$ cat config.mk
export PLATFORM = sky130hd
export DESIGN_NAME = rega_multizona_flat
export DESIGN_NICKNAME = d
export VERILOG_FILES = /design/src/rtl/rega_multizona_pkg.sv /design/src/rtl/rega_multizona_if.sv /design/src/rtl/rega_multizona_rr.sv /design/src/rtl/rega_multizona.sv /design/src/flat_wrapper.sv
export SDC_FILE = /design/constraint.sdc
export NUM_CORES = 1
export LEC_CHECK = 0
export BUFFER_PORTS_ARGS = -buffer_cell sky130_fd_sc_hd__clkbuf_2
export CAP_MARGIN = 20
export CELL_PAD_IN_SITES_DETAIL_PLACEMENT = 1
export CELL_PAD_IN_SITES_GLOBAL_PLACEMENT = 2
export CORE_MARGIN = 5
export CORE_UTILIZATION = 29
export CTS_CLUSTER_SIZE = 25
export DETAILED_ROUTE_END_ITERATION = 16
export GPL_TIMING_DRIVEN = 0
export PLACE_DENSITY = 0.78
export SLEW_MARGIN = 20
export SYNTH_ARGS = -nofsm -noshare
export SYNTH_HDL_FRONTEND = slang
export SYNTH_SLANG_ARGS = --single-unit
export TNS_END_PERCENT = 30
$ cat constraint.sdc
create_clock -name Clk -period 1.9 [get_ports Clk]
set_input_delay 0.095 -clock Clk [delete_from_list [all_inputs] [get_ports Clk]]
set_output_delay 0.095 -clock Clk [all_outputs]
set_load 0.005 [all_outputs]
$ cat src/rtl/rega_multizona_pkg.sv
// Shared types and constants for the multi-zone irrigation controller.
// Latency: n/a (declarations only).
// Backpressure: n/a.
package rega_multizona_pkg;

    typedef enum logic [2:0] {
        ST_IDLE,
        ST_FILL,
        ST_REGA,
        ST_MIST,
        ST_LIMP
    } state_e;

    localparam logic [1:0] NV_EMPTY = 2'b00;
    localparam logic [1:0] NV_FULL  = 2'b11;

    localparam int T_ASP_DEF  = 15;
    localparam int T_GOT_DEF  = 30;
    localparam int T_MIST_DEF = 8;
    localparam int T_LIMP_DEF = 6;

endpackage

$ cat src/rtl/rega_multizona_if.sv
// Sensor/actuator bundle between the irrigation controller and the plant.
// Latency: n/a (wires only).
// Backpressure: none; all signals are levels or one-cycle strobes.
interface rega_multizona_if #(
    parameter int N_ZONES = 4,
    parameter int TW      = 8
);
    localparam int ZW = $clog2(N_ZONES);

    logic               Tick;
    logic [N_ZONES-1:0] Us;
    logic [N_ZONES-1:0] Modo;
    logic [1:0]         Nv;
    logic               Adub;

    logic               A;
    logic               G;
    logic               Ve;
    logic               Mist;
    logic               Limp;
    logic [N_ZONES-1:0] Zone_en;
    logic [ZW-1:0]      Zone_id;
    logic [TW-1:0]      Cnt;
    logic               Busy;

    modport master (
        output Tick, Us, Modo, Nv, Adub,
        input  A, G, Ve, Mist, Limp, Zone_en, Zone_id, Cnt, Busy
    );

    modport slave (
        input  Tick, Us, Modo, Nv, Adub,
        output A, G, Ve, Mist, Limp, Zone_en, Zone_id, Cnt, Busy
    );
endinterface

$ cat src/rtl/rega_multizona_rr.sv
// Round-robin zone picker: first set request at or after ptr, wrapping.
// Latency: combinational.
// Backpressure: none.
module rr_arbiter_rega #(
    parameter int N = 4
) (
    input  logic [N-1:0]         req,
    input  logic [$clog2(N)-1:0] ptr,
    output logic [$clog2(N)-1:0] gnt_idx,
    output logic                 gnt_vld
);
    localparam int IW = $clog2(N);

    // Scan farthest-first so the candidate nearest to ptr is written last and wins.
    always_comb begin
        int            idx;
        logic [IW-1:0] sel;
        gnt_idx = '0;
        gnt_vld = 1'b0;
        idx     = 0;
        sel     = '0;
        for (int i = N - 1; i >= 0; i--) begin
            idx = int'(ptr) + i;
            if (idx >= N) begin
                idx = idx - N;
            end
            sel = IW'(idx);
            if (req[sel]) begin
                gnt_idx = sel;
                gnt_vld = 1'b1;
            end
        end
    end
endmodule

$ cat src/rtl/rega_multizona.sv
// Irrigation controller: tank fill, round-robin zone watering, fertilizer mix and line flush.
// Latency: one Clk from input condition to registered actuator change.
// Backpressure: none; pending zone requests simply wait while the FSM is busy.
module rega_multizona
    import rega_multizona_pkg::*;
#(
    parameter int N_ZONES = 4,
    parameter int TW      = 8,
    parameter int T_ASP   = T_ASP_DEF,
    parameter int T_GOT   = T_GOT_DEF,
    parameter int T_MIST  = T_MIST_DEF,
    parameter int T_LIMP  = T_LIMP_DEF
) (
    input logic             Clk,
    input logic             Rst,
    rega_multizona_if.slave io
);
    localparam int ZW = $clog2(N_ZONES);

    localparam logic [TW-1:0] D_ASP  = TW'(T_ASP);
    localparam logic [TW-1:0] D_GOT  = TW'(T_GOT);
    localparam logic [TW-1:0] D_MIST = TW'(T_MIST);
    localparam logic [TW-1:0] D_LIMP = TW'(T_LIMP);

    state_e               state_q, state_d;
    logic [TW-1:0]        cnt_q, cnt_d;
    logic [ZW-1:0]        zone_q, zone_d;
    logic [ZW-1:0]        ptr_q, ptr_d;
    logic                 mode_q, mode_d;
    logic                 a_q, a_d, g_q, g_d, ve_q, ve_d;
    logic                 mist_q, mist_d, limp_q, limp_d;
    logic [N_ZONES-1:0]   zone_en_q, zone_en_d;

    logic [ZW-1:0]        gnt_idx;
    logic                 gnt_vld;
    logic                 expire;
    logic [TW-1:0]        cnt_dec;

    rr_arbiter_rega #(.N(N_ZONES)) u_arb (
        .req     (io.Us),
        .ptr     (ptr_q),
        .gnt_idx (gnt_idx),
        .gnt_vld (gnt_vld)
    );

    always_comb begin
        state_d = state_q;
        cnt_d   = cnt_q;
        zone_d  = zone_q;
        ptr_d   = ptr_q;
        mode_d  = mode_q;
        expire  = (cnt_q == '0) || ((cnt_q == TW'(1)) && io.Tick);
        cnt_dec = io.Tick ? (cnt_q - TW'(1)) : cnt_q;

        case (state_q)
            ST_IDLE: begin
                if (io.Nv == NV_EMPTY) begin
                    state_d = ST_FILL;
                end else if (io.Adub) begin
                    state_d = ST_MIST;
                    cnt_d   = D_MIST;
                end else if (gnt_vld) begin
                    state_d = ST_REGA;
                    zone_d  = gnt_idx;
                    mode_d  = io.Modo[gnt_idx];
                    cnt_d   = io.Modo[gnt_idx] ? D_ASP : D_GOT;
                end
            end
            ST_FILL: begin
                if (io.Nv == NV_FULL) begin
                    state_d = ST_IDLE;
                end
            end
            ST_REGA: begin
                // An empty-tank abort leaves ptr alone so the same zone is retried first.
                if (io.Nv == NV_EMPTY) begin
                    state_d = ST_FILL;
                    cnt_d   = '0;
                end else if (expire || (io.Tick && !io.Us[zone_q])) begin
                    state_d = ST_IDLE;
                    cnt_d   = '0;
                    ptr_d   = (zone_q == ZW'(N_ZONES - 1)) ? '0 : zone_q + ZW'(1);
                end else begin
                    cnt_d = cnt_dec;
                end
            end
            ST_MIST: begin
                if (expire) begin
                    state_d = ST_LIMP;
                    cnt_d   = D_LIMP;
                end else begin
                    cnt_d = cnt_dec;
                end
            end
            ST_LIMP: begin
                if (expire) begin
                    state_d = ST_IDLE;
                    cnt_d   = '0;
                end else begin
                    cnt_d = cnt_dec;
                end
            end
            default: begin
                state_d = ST_IDLE;
                cnt_d   = '0;
            end
        endcase

        // Actuators follow the next state so they change on the same edge as the FSM.
        a_d       = (state_d == ST_REGA) && mode_d;
        g_d       = (state_d == ST_REGA) && !mode_d;
        ve_d      = (state_d == ST_FILL);
        mist_d    = (state_d == ST_MIST);
        limp_d    = (state_d == ST_LIMP);
        zone_en_d = (state_d == ST_REGA) ? ({{(N_ZONES-1){1'b0}}, 1'b1} << zone_d) : '0;
    end

    always_ff @(posedge Clk or negedge Rst) begin
        if (!Rst) begin
            state_q   <= ST_IDLE;
            cnt_q     <= '0;
            zone_q    <= '0;
            ptr_q     <= '0;
            mode_q    <= 1'b0;
            a_q       <= 1'b0;
            g_q       <= 1'b0;
            ve_q      <= 1'b0;
            mist_q    <= 1'b0;
            limp_q    <= 1'b0;
            zone_en_q <= '0;
        end else begin
            state_q   <= state_d;
            cnt_q     <= cnt_d;
            zone_q    <= zone_d;
            ptr_q     <= ptr_d;
            mode_q    <= mode_d;
            a_q       <= a_d;
            g_q       <= g_d;
            ve_q      <= ve_d;
            mist_q    <= mist_d;
            limp_q    <= limp_d;
            zone_en_q <= zone_en_d;
        end
    end

    assign io.A       = a_q;
    assign io.G       = g_q;
    assign io.Ve      = ve_q;
    assign io.Mist    = mist_q;
    assign io.Limp    = limp_q;
    assign io.Zone_en = zone_en_q;
    assign io.Zone_id = zone_q;
    assign io.Cnt     = cnt_q;
    assign io.Busy    = (state_q != ST_IDLE);
endmodule

$ cat src/flat_wrapper.sv
// flat-port wrapper written by rule: the top's interface ports become plain ports
module rega_multizona_flat import rega_multizona_pkg::*;
#(
    parameter int N_ZONES = 4,
    parameter int TW      = 8,
    parameter int T_ASP   = T_ASP_DEF,
    parameter int T_GOT   = T_GOT_DEF,
    parameter int T_MIST  = T_MIST_DEF,
    parameter int T_LIMP  = T_LIMP_DEF
)
  (Clk, Rst, io_Tick, io_Us, io_Modo, io_Nv, io_Adub, io_A, io_G, io_Ve, io_Mist, io_Limp, io_Zone_en, io_Zone_id, io_Cnt, io_Busy);
  rega_multizona_if #(.N_ZONES(N_ZONES), .TW(TW)) io_i ();
  input logic Clk;
  input logic Rst;
  input wire logic [$bits(io_i.Tick)-1:0] io_Tick;
  input wire logic [$bits(io_i.Us)-1:0] io_Us;
  input wire logic [$bits(io_i.Modo)-1:0] io_Modo;
  input wire logic [$bits(io_i.Nv)-1:0] io_Nv;
  input wire logic [$bits(io_i.Adub)-1:0] io_Adub;
  output wire logic [$bits(io_i.A)-1:0] io_A;
  output wire logic [$bits(io_i.G)-1:0] io_G;
  output wire logic [$bits(io_i.Ve)-1:0] io_Ve;
  output wire logic [$bits(io_i.Mist)-1:0] io_Mist;
  output wire logic [$bits(io_i.Limp)-1:0] io_Limp;
  output wire logic [$bits(io_i.Zone_en)-1:0] io_Zone_en;
  output wire logic [$bits(io_i.Zone_id)-1:0] io_Zone_id;
  output wire logic [$bits(io_i.Cnt)-1:0] io_Cnt;
  output wire logic [$bits(io_i.Busy)-1:0] io_Busy;
  assign io_i.Tick = io_Tick;
  assign io_i.Us = io_Us;
  assign io_i.Modo = io_Modo;
  assign io_i.Nv = io_Nv;
  assign io_i.Adub = io_Adub;
  assign io_A = io_i.A;
  assign io_G = io_i.G;
  assign io_Ve = io_i.Ve;
  assign io_Mist = io_i.Mist;
  assign io_Limp = io_i.Limp;
  assign io_Zone_en = io_i.Zone_en;
  assign io_Zone_id = io_i.Zone_id;
  assign io_Cnt = io_i.Cnt;
  assign io_Busy = io_i.Busy;
  rega_multizona #(.N_ZONES(N_ZONES), .TW(TW), .T_ASP(T_ASP), .T_GOT(T_GOT), .T_MIST(T_MIST), .T_LIMP(T_LIMP)) u_core (.Clk(Clk), .Rst(Rst), .io(io_i));
endmodule
======== Word-level counts from Yosys, hierarchy flattened ========
Index checks and enable logic that the tools add are counted.
W data, S select, Z words.
storage, ports and cells
  bits in registers ....................... 25
  input bits .............................. 14
  output and inout bits ................... 20
  logic and storage cells ................. 113
cells by class
  $add $sub $neg .......................... 9
  order comparisons ....................... 10
  equality and inequality tests ........... 13
  shift-type cells ........................ 1
  muxes and demuxes ....................... 53
  bitwise operators ....................... 2
  reductions and logical operators ........ 14
operators by type and width
  kind                   number
  $mux W8                8
  $pmux W8 S5            1
  $mux W2                13
  $mux W3                8
  $lt A2 B3 Y1 const B   6
  $pmux W3 S5            1
  $mux W1                14
  $bmux W1 S2            6
  $eq A3 B2 Y1 const B   4
  $ge A3 B3 Y1 const B   3
  $eq A8 B1 Y1 const B   1
  $logic_not A8 Y1       1
  $sub A2 B1 Y2 const B  4
  $sub A8 B1 Y8 const B  1
  $add A2 B2 Y3 const B  2
  $eq A3 B1 Y1 const B   2
  $eq A3 B3 Y1 const B   2
  $reduce_and A3 Y1      2
  $mux W5                1
  $eq A2 B2 Y1 const B   2
  $logic_and A1 B1 Y1    4
  $mux W4                1
  $shl A1 B2 Y4 const A  1
  $add A2 B1 Y3 const B  1
  10 further kinds       13

======== Depth between registers and ports, before layout ========
Gate-level depths: netlist (run 1).
  word-level depth ........................ 17
  mapped depth ............................ 9
  mapped depth without buffers ............ 8

======== Hierarchy ========
From an unflattened synthesis (run 1), not the netlist that was laid out.
unflattened totals
  cells, all modules ...................... 157
  area, all modules ....................... 1487.7 um2
modules (own cells, without submodules)
  module           instances  cells each  area an instance (um2)  seq. area each (um2)
  rega_multizona   1          144         1410.1                  625.6
  rr_arbiter_rega  1          13          77.6                    0.0

======== Worst setup path after synthesis (run 1) ========
Ideal clock, no wire load.
  path kind ............................... flip-flop to flip-flop
  start ................................... register u_core.cnt_q[5] (netlist: u_core.io.Cnt[5])
  end ..................................... register u_core.cnt_q[0] (netlist: u_core.io.Cnt[0])
  setup time .............................. 126 ps
  arrival time ............................ 1935 ps
  required time ........................... 1774 ps
  setup slack ............................. -161 ps
  cell stages (with the launch flop) ...... 7
  path buffers ............................ 1
  period minus slack after synthesis ...... 2061 ps
  path through ............................ dfrtp_1 or4_4 or4_1 buf_2 o211ai_2 a21oi_2 a221o_1
between the ends
  cells in the longest elaborated chain, start to end .. 7
  elaborated cells on any way between the ends .. 10
  classes of those cells .................. eq/ne (1); mux (5); reduce/logical (4)
ends and longest elaborated chain
  item                      RTL line               source
  start: declaration        rega_multizona.sv:26   logic [TW-1:0] cnt_q, cnt_d;
  start signal: assignment  rega_multizona.sv:133  cnt_q <= cnt_d;
  $eq A8 B1 Y1              rega_multizona.sv:52   expire = (cnt_q == '0) || ((cnt_q == TW'(1)) && io.Tick);
  $logic_and A1 B1 Y1       rega_multizona.sv:52
  $logic_or A1 B1 Y1 *      rega_multizona.sv:52
  $logic_or A1 B1 Y1        rega_multizona.sv:79   end else if (expire || (io.Tick && !io.Us[zone_q])) begin
  $mux W8                   rega_multizona.sv:79
  $mux W8                   rega_multizona.sv:76   if (io.Nv == NV_EMPTY) begin
  $pmux W8 S5 *             rega_multizona.sv:55   case (state_q)
Every way passes the cells marked *; elsewhere a longest branch is shown, timed or not.
A chain may end at the register's enable or synchronous reset.

======== Worst setup path in the final report (run 1) ========
  start ................................... register u_core.cnt_q[5] (netlist: u_core.io.Cnt[5])
  end ..................................... register u_core.zone_en_q[3] (netlist: u_core.io.Zone_en[3])
between the ends
  cells in the longest elaborated chain, start to end .. 9
  elaborated cells on any way between the ends .. 12
  classes of those cells .................. eq/ne (2); mux (6); reduce/logical (4)
ends and longest elaborated chain
  item                     RTL line               source
  $eq A8 B1 Y1             rega_multizona.sv:52
  $logic_and A1 B1 Y1      rega_multizona.sv:52
  $logic_or A1 B1 Y1 *     rega_multizona.sv:52
  $logic_or A1 B1 Y1       rega_multizona.sv:79
  $mux W3                  rega_multizona.sv:79
  $mux W3                  rega_multizona.sv:76
  $pmux W3 S5 *            rega_multizona.sv:55
  $eq A3 B2 Y1 *           rega_multizona.sv:115  zone_en_d = (state_d == ST_REGA) ? ({{(N_ZONES-1){1'b0}}, 1'b1} << zone_d) : '0;
  $mux W4 *                rega_multizona.sv:115
  via u_core.zone_en_d[3]  rega_multizona.sv:32   logic [N_ZONES-1:0] zone_en_q, zone_en_d;
  end signal: assignment   rega_multizona.sv:142  zone_en_q <= zone_en_d;
  end: declaration         rega_multizona.sv:32
Mark *: on every way through the listed nets, which the timed path passes. The rest lies on a longest branch.

==> impl_metrics.ini, run 1 <==
[run]
drv.max_cap_violation_count = 0

[pwr]
p_leak_nw = 0.939
power.density_cell_area_mw_per_mm2 = 1690
max_ir_drop_vdd_v = 0.000660

[drt]
drt_initial_violations = 72
wl_per_cell_um = 16.1
route.detailed.vias_per_inst = 5.11
detailed_route_wire_length_mm = 4.19
post-route-drc-count = 0
drt_first_pass_iters = 4
antenna_left = 0
routed-via-count = 1334

[timing]
tightestPinTransition_ps = 643
clock_skew_ps = 1.95
hold_viol_final = 0
clock.fmax_ghz = 0.472
rsz0062_at_grt = yes
final_min_period_over_clock_period_pct = 112
period_minus_slack_ps = 2120
timing.final.max_slew_violations = 0
timing.setup.tns_ps = -2800
final_critical_path_setup_slack_ps = -220
number_of_endpoints_failing_setup_at_the_final_stage = 22
slew_headroom_pct = 57.1

[place]
io_buffer_count = 33
gpl.final_weighted_congestion = 0.793
postPlaceCellArea_mm2 = 0.00173
placed_cells = 243
detailedPlacementHpwl_mm = 2.97
place_ws_ps = -404

[logic_synthesis]
syn_inst = 143
post_synth_fa_ha_maj_area_fraction_pct = 3.43
synth_flop_cell = dfrtp_1
ys_ff_latch = 25
synth_edf_count = 0
mappedNetlistArea_mm2 = 0.00146
mappedNetlistNets = 161
yosys-mux-area-fraction_pct = 8.65
post_synth_xor_area_fraction_pct = 1.20
main_combinational_cell_family_by_area_after_synthesis = simple AND/OR/NAND/NOR gates
synth-seq-area-share_pct = 42.8
postSynthAreaPerCell_um2 = 10.2
yosys_warnings = 0
yosys.cell_types.count = 46
synth-compound-area-share_pct = 16.4
synth_simple_gate_area_share_pct = 23.2
async_reset_ff_share_pct = 100

[setup_path]
regToRegStartpoint = u_core.io.Cnt[5]$_DFFE_PN0P_
critical_path.startpoint_type = flip-flop
timing.setup.critical_path_class = flip-flop to flip-flop
reg2reg_setup_slack_ps = -220
crit_arrival_ps = 2340
timing.critical_path.fanout_max = 6
r2r_cells = 6
timing.critical_path.to_type = flip-flop
timing.rr.end = u_core.io.Zone_en[3]$_DFF_PN0_
crit_required_ps = 2120

[cells_and_area]
layout.cells.non_filler = 261
final_nets = 213
final_area_mm2 = 0.00202
final_core_utilization_pct = 41.9
ff_latch_area_um2 = 631
n_antenna_cell = 0
fill_cells = 563
drive_above_1_share_pct = 46.4
multi_input_gate_area_um2 = 913
syn2layout_area_growth_pct = 38.2

[hold_path]
hold_end = u_core.mode_q$_DFF_PN0_
holdCritPathClass = input pin to flip-flop
hold_path.startpoint = io_Modo[1]
cell_depth_of_the_worst_min_delay_path = 4

[die]
top_level_ports = 34
core.rowCount = 25
floorplan.initialDensity_pct = 30.3
dieHeight_um = 81.0
die_area_mm2 = 0.00655
die_outline_width_um = 81.0
core_area_mm2 = 0.00482

[global_routing]
grt_max_degree = 26
overflow_after_grt = 0
first_pass_grt_wire_length_mm = 7.13
grt_pass1_vias = 1433
groute.usage.overall_pct = 14.1
grt_antenna_before_repair = 0

[status]
failing_checks = setup timing
outcome = complete, but fails checks

[clocking]
tritoncts_clock_tree = done
ctsRootBufferMaster = clkbuf_8
h-tree-depth = 1
cts.path.max_buffers = 2
tritoncts_sinks = 25
cts-buffers-inserted = 3
worst_setup_hold_path_clk_slew_ps = 100
worst_skew_pair.late_latency_ps = 280
sequential cells by signal, summed over array words and instances, names as in the netlist:
name,count
u_core.io.Cnt,8
u_core.io.Zone_id,2
u_core.io.Ve,1
u_core.io.Zone_en,4
u_core.state_q,3
u_core.io.A,1
u_core.ptr_q,2
u_core.mode_q,1
u_core.io.Mist,1
u_core.io.G,1
u_core.io.Limp,1
through the flow:
| stage | hold slack, ps | total power (W) |
|---|---|---|
| after global routing | 246 | 0.00370 |
| after CTS | 240 | 0.00327 |
| after detailed placement | 160 | 0.00253 |
| final | 242 | 0.00341 |
| after global placement | 148 | 0.00247 |
| after floorplan | -201 | 0.00203 |
cells in the mapped netlist, types with 2 or more instances:
cell type	n	area share [%]
buf_2	2	0.69
a21oi_1	11	3.8
or4_1	3	1.5
nor2_1	11	2.8
o22ai_1	3	1.3
mux2i_1	7	4.8
o21ai_0	6	2.1
o21ai_1	6	2.1
nand2_1	6	1.5
o31ai_1	2	1.0
dfrtp_1	25	43
or3_4	2	1.5
nor2b_1	4	1.7
mux2_2	3	2.3
nand2b_1	3	1.3
buf_6	2	1.5
nand3b_1	3	1.5
ha_1	4	3.4
inv_1	7	1.8
nor3_1	2	0.69
and3b_1	2	1.2
or3_1	5	2.1
worst max path at each step:
stage / cells after the start / slack (ps) / startpoint / endpoint
finish: 6 / -220 / u_core.io.Cnt[5]$_DFFE_PN0P_ / u_core.io.Zone_en[3]$_DFF_PN0_
global route: 6 / -290 / u_core.io.Cnt[5]$_DFFE_PN0P_ / u_core.io.G$_DFF_PN0_
CTS: 5 / -210 / u_core.io.Cnt[4]$_DFFE_PN0P_ / u_core.io.Zone_en[3]$_DFF_PN0_
detailed placement: 6 / -400 / u_core.io.Cnt[5]$_DFFE_PN0P_ / u_core.io.Zone_en[3]$_DFF_PN0_
global placement: 6 / -380 / u_core.io.Cnt[5]$_DFFE_PN0P_ / u_core.io.G$_DFF_PN0_
floorplan: 6 / -150 / u_core.io.Cnt[5]$_DFFE_PN0P_ / u_core.io.Cnt[0]$_DFFE_PN0P_
cells by family after synthesis:
logic type                 after synthesis
buffers and inverters                   12
muxes                                   11
DFF                                     25
AOI/OAI and AO/OA                       38
xor gates and xnor gates                 2
and+or+nand+nor                         51
adders and majority gates                4
worst max-delay path: stages, from the launching register on:
cell and delay (ps):
dfrtp_1 400, or4_4 570, nor4_4 210, buf_4 190, o21ai_2 80, or3_4 380, and3b_1 220
where the power goes:
group          internal, W  total (W)  switching (W)
Combinational      0.00104    0.00211        0.00108
Clock             0.000154   0.000350       0.000196
Sequential        0.000748   0.000943       0.000195
metal layers:
metal | vias up | GRT usage (%) | part of all wire (%) | routed length (um)
li1 | 632 | - | - | -
met1 | 660 | 16.0 | 42 | 1750
met2 | 36 | 26.4 | 51 | 2140
met3 | 6 | 4.10 | 5.8 | 241
met4 | 0 | 2.03 | 1.4 | 57
met5 | - | 0 | 0 | 0
layout by cell type, fill, tap and decap left out, types with 3 or more instances in the layout:
| master | netlist | layout |
|---|---|---|
| clkbuf_2 | 0 | 33 |
| dfrtp_1 | 25 | 21 |
| buf_4 | 0 | 12 |
| nor2_1 | 11 | 10 |
| inv_1 | 7 | 7 |
| mux2i_1 | 7 | 7 |
| o21ai_1 | 6 | 7 |
| a21oi_2 | 1 | 6 |
| nand2_1 | 6 | 6 |
| or3_4 | 2 | 5 |
| a21oi_1 | 11 | 5 |
| buf_6 | 2 | 4 |
| ha_1 | 4 | 4 |
| dfrtp_2 | 0 | 4 |
| nand3b_1 | 3 | 3 |
| o21ai_0 | 6 | 3 |
| nor2b_1 | 4 | 3 |
| mux2_4 | 0 | 3 |
| clkbuf_8 | 0 | 3 |
area by class of cell:
class	instances	area share [%]
plain buffers	3	1.67
clock buffers	3	2.05
clock inverters	1	0.434
inverters	8	1.49
multi-input cells	107	45.3
flip-flops and latches	25	31.2
well taps	67	4.15
repair buffers	47	13.7
timing repair:
action | CTS | global route
hold buffers | 1 | 0
buffers inserted | 10 | 3
resized for setup | 21 | 14
endpoints found under the hold margin | 25 | 0
cloned | 1 | 0
pin swaps | 7 | 4
endpoints found under the setup margin | 23 | 25
Note: power is estimated with default switching activity, not from simulation.
==> run 2, diff against run 1 <==
--- a/config.mk
+++ b/config.mk
@@ -14,9 +14,10 @@
 export CTS_CLUSTER_SIZE = 25
 export DETAILED_ROUTE_END_ITERATION = 16
 export GPL_TIMING_DRIVEN = 0
-export PLACE_DENSITY = 0.78
+export PLACE_DENSITY = 0.8
 export SLEW_MARGIN = 20
 export SYNTH_ARGS = -nofsm -noshare
 export SYNTH_HDL_FRONTEND = slang
+export SYNTH_HIERARCHICAL = 1
 export SYNTH_SLANG_ARGS = --single-unit
 export TNS_END_PERCENT = 30
==> run 2 against run 1 <==
Against the previous run: the flow still finishes with violations (setup timing); count of clock-buffer cells in the layout unchanged; worst setup slack worse by 35 ps; fmax shrank 1.6%; flip-flop and latch count unchanged; sequential power increased by 4.5%; core utilization shrank 1.3 points; synthesized cell count is 9.8% higher; routed wire length increased by 5.4%; sequential share of layout area shrank 0.42 points.
==> impl_metrics.ini, run 2 <==
[cells_and_area]
final_core_utilization_pct = 40.6
most-common-layout-cells = 33 x clkbuf_2, 20 x dfrtp_1, 14 x nor2_1, 14 x nand2_1, 14 x buf_4
fill_cells = 595
layout.cells.non_filler = 281
ff_latch_area_um2 = 632
largest_register_ff_count = 8
drive_above_1_share_pct = 42.7
final_nets = 229
syn2layout_area_growth_pct = 37.8
layout_commonest_cell = clkbuf_2
multi_input_gate_area_um2 = 910
n_antenna_cell = 0

[global_routing]
first_pass_grt_wire_length_mm = 6.99
grt_max_degree = 26
grt_pass1_vias = 1524
groute.usage.overall_pct = 13.6
grt_antenna_before_repair = 0
overflow_after_grt = 0

[setup_path]
crit_required_ps = 2060
crit_path_start = u_core/ptr_q[1]$_DFFE_PN0P_
timing.critical_path.fanout_max = 5
crit_arrival_ps = 2320
max_stage_delay_ps = 570
regToRegStartpoint = u_core/ptr_q[1]$_DFFE_PN0P_
timing.setup.critical_path_class = flip-flop to flip-flop
critical_path.startpoint_type = flip-flop
timing.critical_path.to_type = flip-flop
path_cells = mux2i_1 -> a211oi_2 -> mux4_2 -> and2_4 -> a41o_1 -> a221o_1
timing.critical_path.slowest_stage_cell = mux4_2

[logic_synthesis]
post_synth_xor_area_fraction_pct = 1.18
ys_ff_latch = 25
synth-compound-area-share_pct = 20.7
mappedNetlistArea_mm2 = 0.00149
main_combinational_cell_family_by_area_after_synthesis = simple AND/OR/NAND/NOR gates
synth-seq-area-share_pct = 42.1
post_synth_fa_ha_maj_area_fraction_pct = 2.52
yosys.cell_types.count = 46
leading_area_contributor_after_synthesis = dfrtp_1
async_reset_ff_share_pct = 100
syn_inst = 157
synthTopCellsByCount = 25 x dfrtp_1, 16 x nor2_1, 15 x nand2_1
postSynthAreaPerCell_um2 = 9.48
top_cells_by_area_in_the_synthesized_netlist = dfrtp_1 42%, nor2_1 4.0%, nand2_1 3.8%
synthDominantCellAreaShare_pct = 42.1
synth_edf_count = 0
yosys_warnings = 6
most_frequent_cell_after_synthesis = dfrtp_1
synth_flop_cell = dfrtp_1
mappedNetlistNets = 174
yosys-mux-area-fraction_pct = 6.39
synth_simple_gate_area_share_pct = 23.5

[die]
top_level_ports = 34
core.rowCount = 26
floorplan.initialDensity_pct = 29.5
die_outline_width_um = 81.6
core_area_mm2 = 0.00504
dieHeight_um = 81.6
die_area_mm2 = 0.00666

[timing]
tightestPinTransition_ps = 630
period_minus_slack_ps = 2160
clock_skew_ps = 1.66
final_min_period_over_clock_period_pct = 113
hold_viol_final = 0
rsz0062_at_grt = yes
final_critical_path_setup_slack_ps = -255
timing.final.max_slew_violations = 0
clock.fmax_ghz = 0.464
number_of_endpoints_failing_setup_at_the_final_stage = 10
slew_headroom_pct = 58.0

[hold_path]
hold_path.startpoint = io_Tick
holdCritPathClass = input pin to flip-flop

[place]
detailedPlacementHpwl_mm = 3.18
gpl.final_weighted_congestion = 0.764
io_buffer_count = 32
placed_cells = 259
place_ws_ps = -393

[drt]
met3_wirelength_um = 201
routed-via-count = 1459
met2WireLength_mm = 2.23
detailed_route_wire_length_mm = 4.42
antenna_left = 0
wl_per_cell_um = 15.7
route.detailed.vias_per_inst = 5.19
post-route-drc-count = 0
drt_initial_violations = 58
routed.top_layer = met4
drt_first_pass_iters = 4
wl_met1_mm = 1.94

[clocking]
worst_setup_hold_path_clk_slew_ps = 90
h-tree-depth = 1
cts-buffers-inserted = 3
tritoncts_clock_tree = done
worst_skew_pair.late_latency_ps = 270
tritoncts_sinks = 25
ctsRootBufferMaster = clkbuf_8
cts.path.max_buffers = 2

[status]
outcome = complete, but fails checks
failing_checks = setup timing

[pwr]
power.density_cell_area_mw_per_mm2 = 1620
p_leak_nw = 0.970
max_ir_drop_vdd_v = 0.000731

[run]
drv.max_cap_violation_count = 0
[run 2: cell types whose count changed after synthesis, sizes merged, moves of 3 or more]
| cell | change |
|---|---|
| a21oi | -6 |
| nand3 | +7 |
| nand3b | -3 |
| o21ai | -4 |
| o22a | +3 |
| nand2 | +9 |
| nor3 | +5 |
| or3 | -5 |
| or4 | -4 |
| and2 | +3 |
| nor2 | +5 |
[run 2: metrics by stage]
stage | area (um^2) | setup TNS [ps] | hold WS, ps | total power (W)
floorplan | 1490 | -193 | -201 | 0.00196
global placement | 1740 | -3110 | 144 | 0.00245
detailed placement | 1740 | -3590 | 151 | 0.00250
CTS | 1990 | -1210 | 143 | 0.00321
global route | 2050 | -2500 | 197 | 0.00361
finish | 2050 | -1160 | 150 | 0.00333
[run 2: power breakdown]
group | leakage (nW) | internal, W | switching [W] | total, W
combinational | 0.629 | 0.000969 | 0.00105 | 0.00202
sequential | 0.319 | 0.000748 | 0.000238 | 0.000985
clock | 0.0217 | 0.000149 | 0.000174 | 0.000323
[run 2: critical path: cells and delay by family, from the launching register on]
| family | cells | cell delay [ps] |
|---|---|---|
| compound gates | 3 | 740 |
| mux | 2 | 710 |
| flops | 1 | 440 |
| simple gates | 1 | 150 |
[run 2: per-layer routing]
layer | vias up | track usage (%)
met5 | - | 0
met4 | 0 | 2.66
met3 | 6 | 3.07
met2 | 42 | 24.0
met1 | 721 | 16.9
li1 | 690 | -
[run 2: path summary, 6_finish.rpt]
| kind | end | cells after the start | slack, ps |
|---|---|---|---|
| worst max-delay path | u_core/io.Cnt[0]$_DFFE_PN0P_ | 6 | -260 |
| worst min-delay path | u_core/io.Cnt[1]$_DFFE_PN0P_ | 4 | 150 |
| worst max register to register | u_core/io.Cnt[0]$_DFFE_PN0P_ | 6 | -260 |
| worst min register to register | u_core/mode_q$_DFF_PN0_ | 1 | 520 |
| max in group asynchronous | u_core/io.Zone_id[1]$_DFF_PN0_ | 2 | 1080 |
| min in group asynchronous | u_core/io.Cnt[1]$_DFFE_PN0P_ | 2 | 370 |
[run 2: area by class of cell]
class                      count  area share [%]
buffer                         5            1.77
clock buffer                   3            2.01
clock inverter                 1           0.366
inverter                       7            1.28
multi-input combinational    120            44.4
sequential                    25            30.8
tap                           70            4.27
timing repair buffer          50            15.1
[run 2: cells by family (layout without fill, tap and decap cells)]
logic type	after synthesis	in the layout
buffers and inverters	12	66
AOI/OAI and AO/OA	41	41
adders and majority gates	3	3
xor gates and xnor gates	2	2
muxes	8	8
and+or+nand+nor	66	66
DFF	25	25
[run 2: timing repair]
item	4_1_cts	5_1_grt
setup endpoints to repair	16	18
endpoints found under the hold margin	25	0
pin swaps	7	6
gates resized for setup	19	15
hold buffers	1	0
buffers inserted	16	1
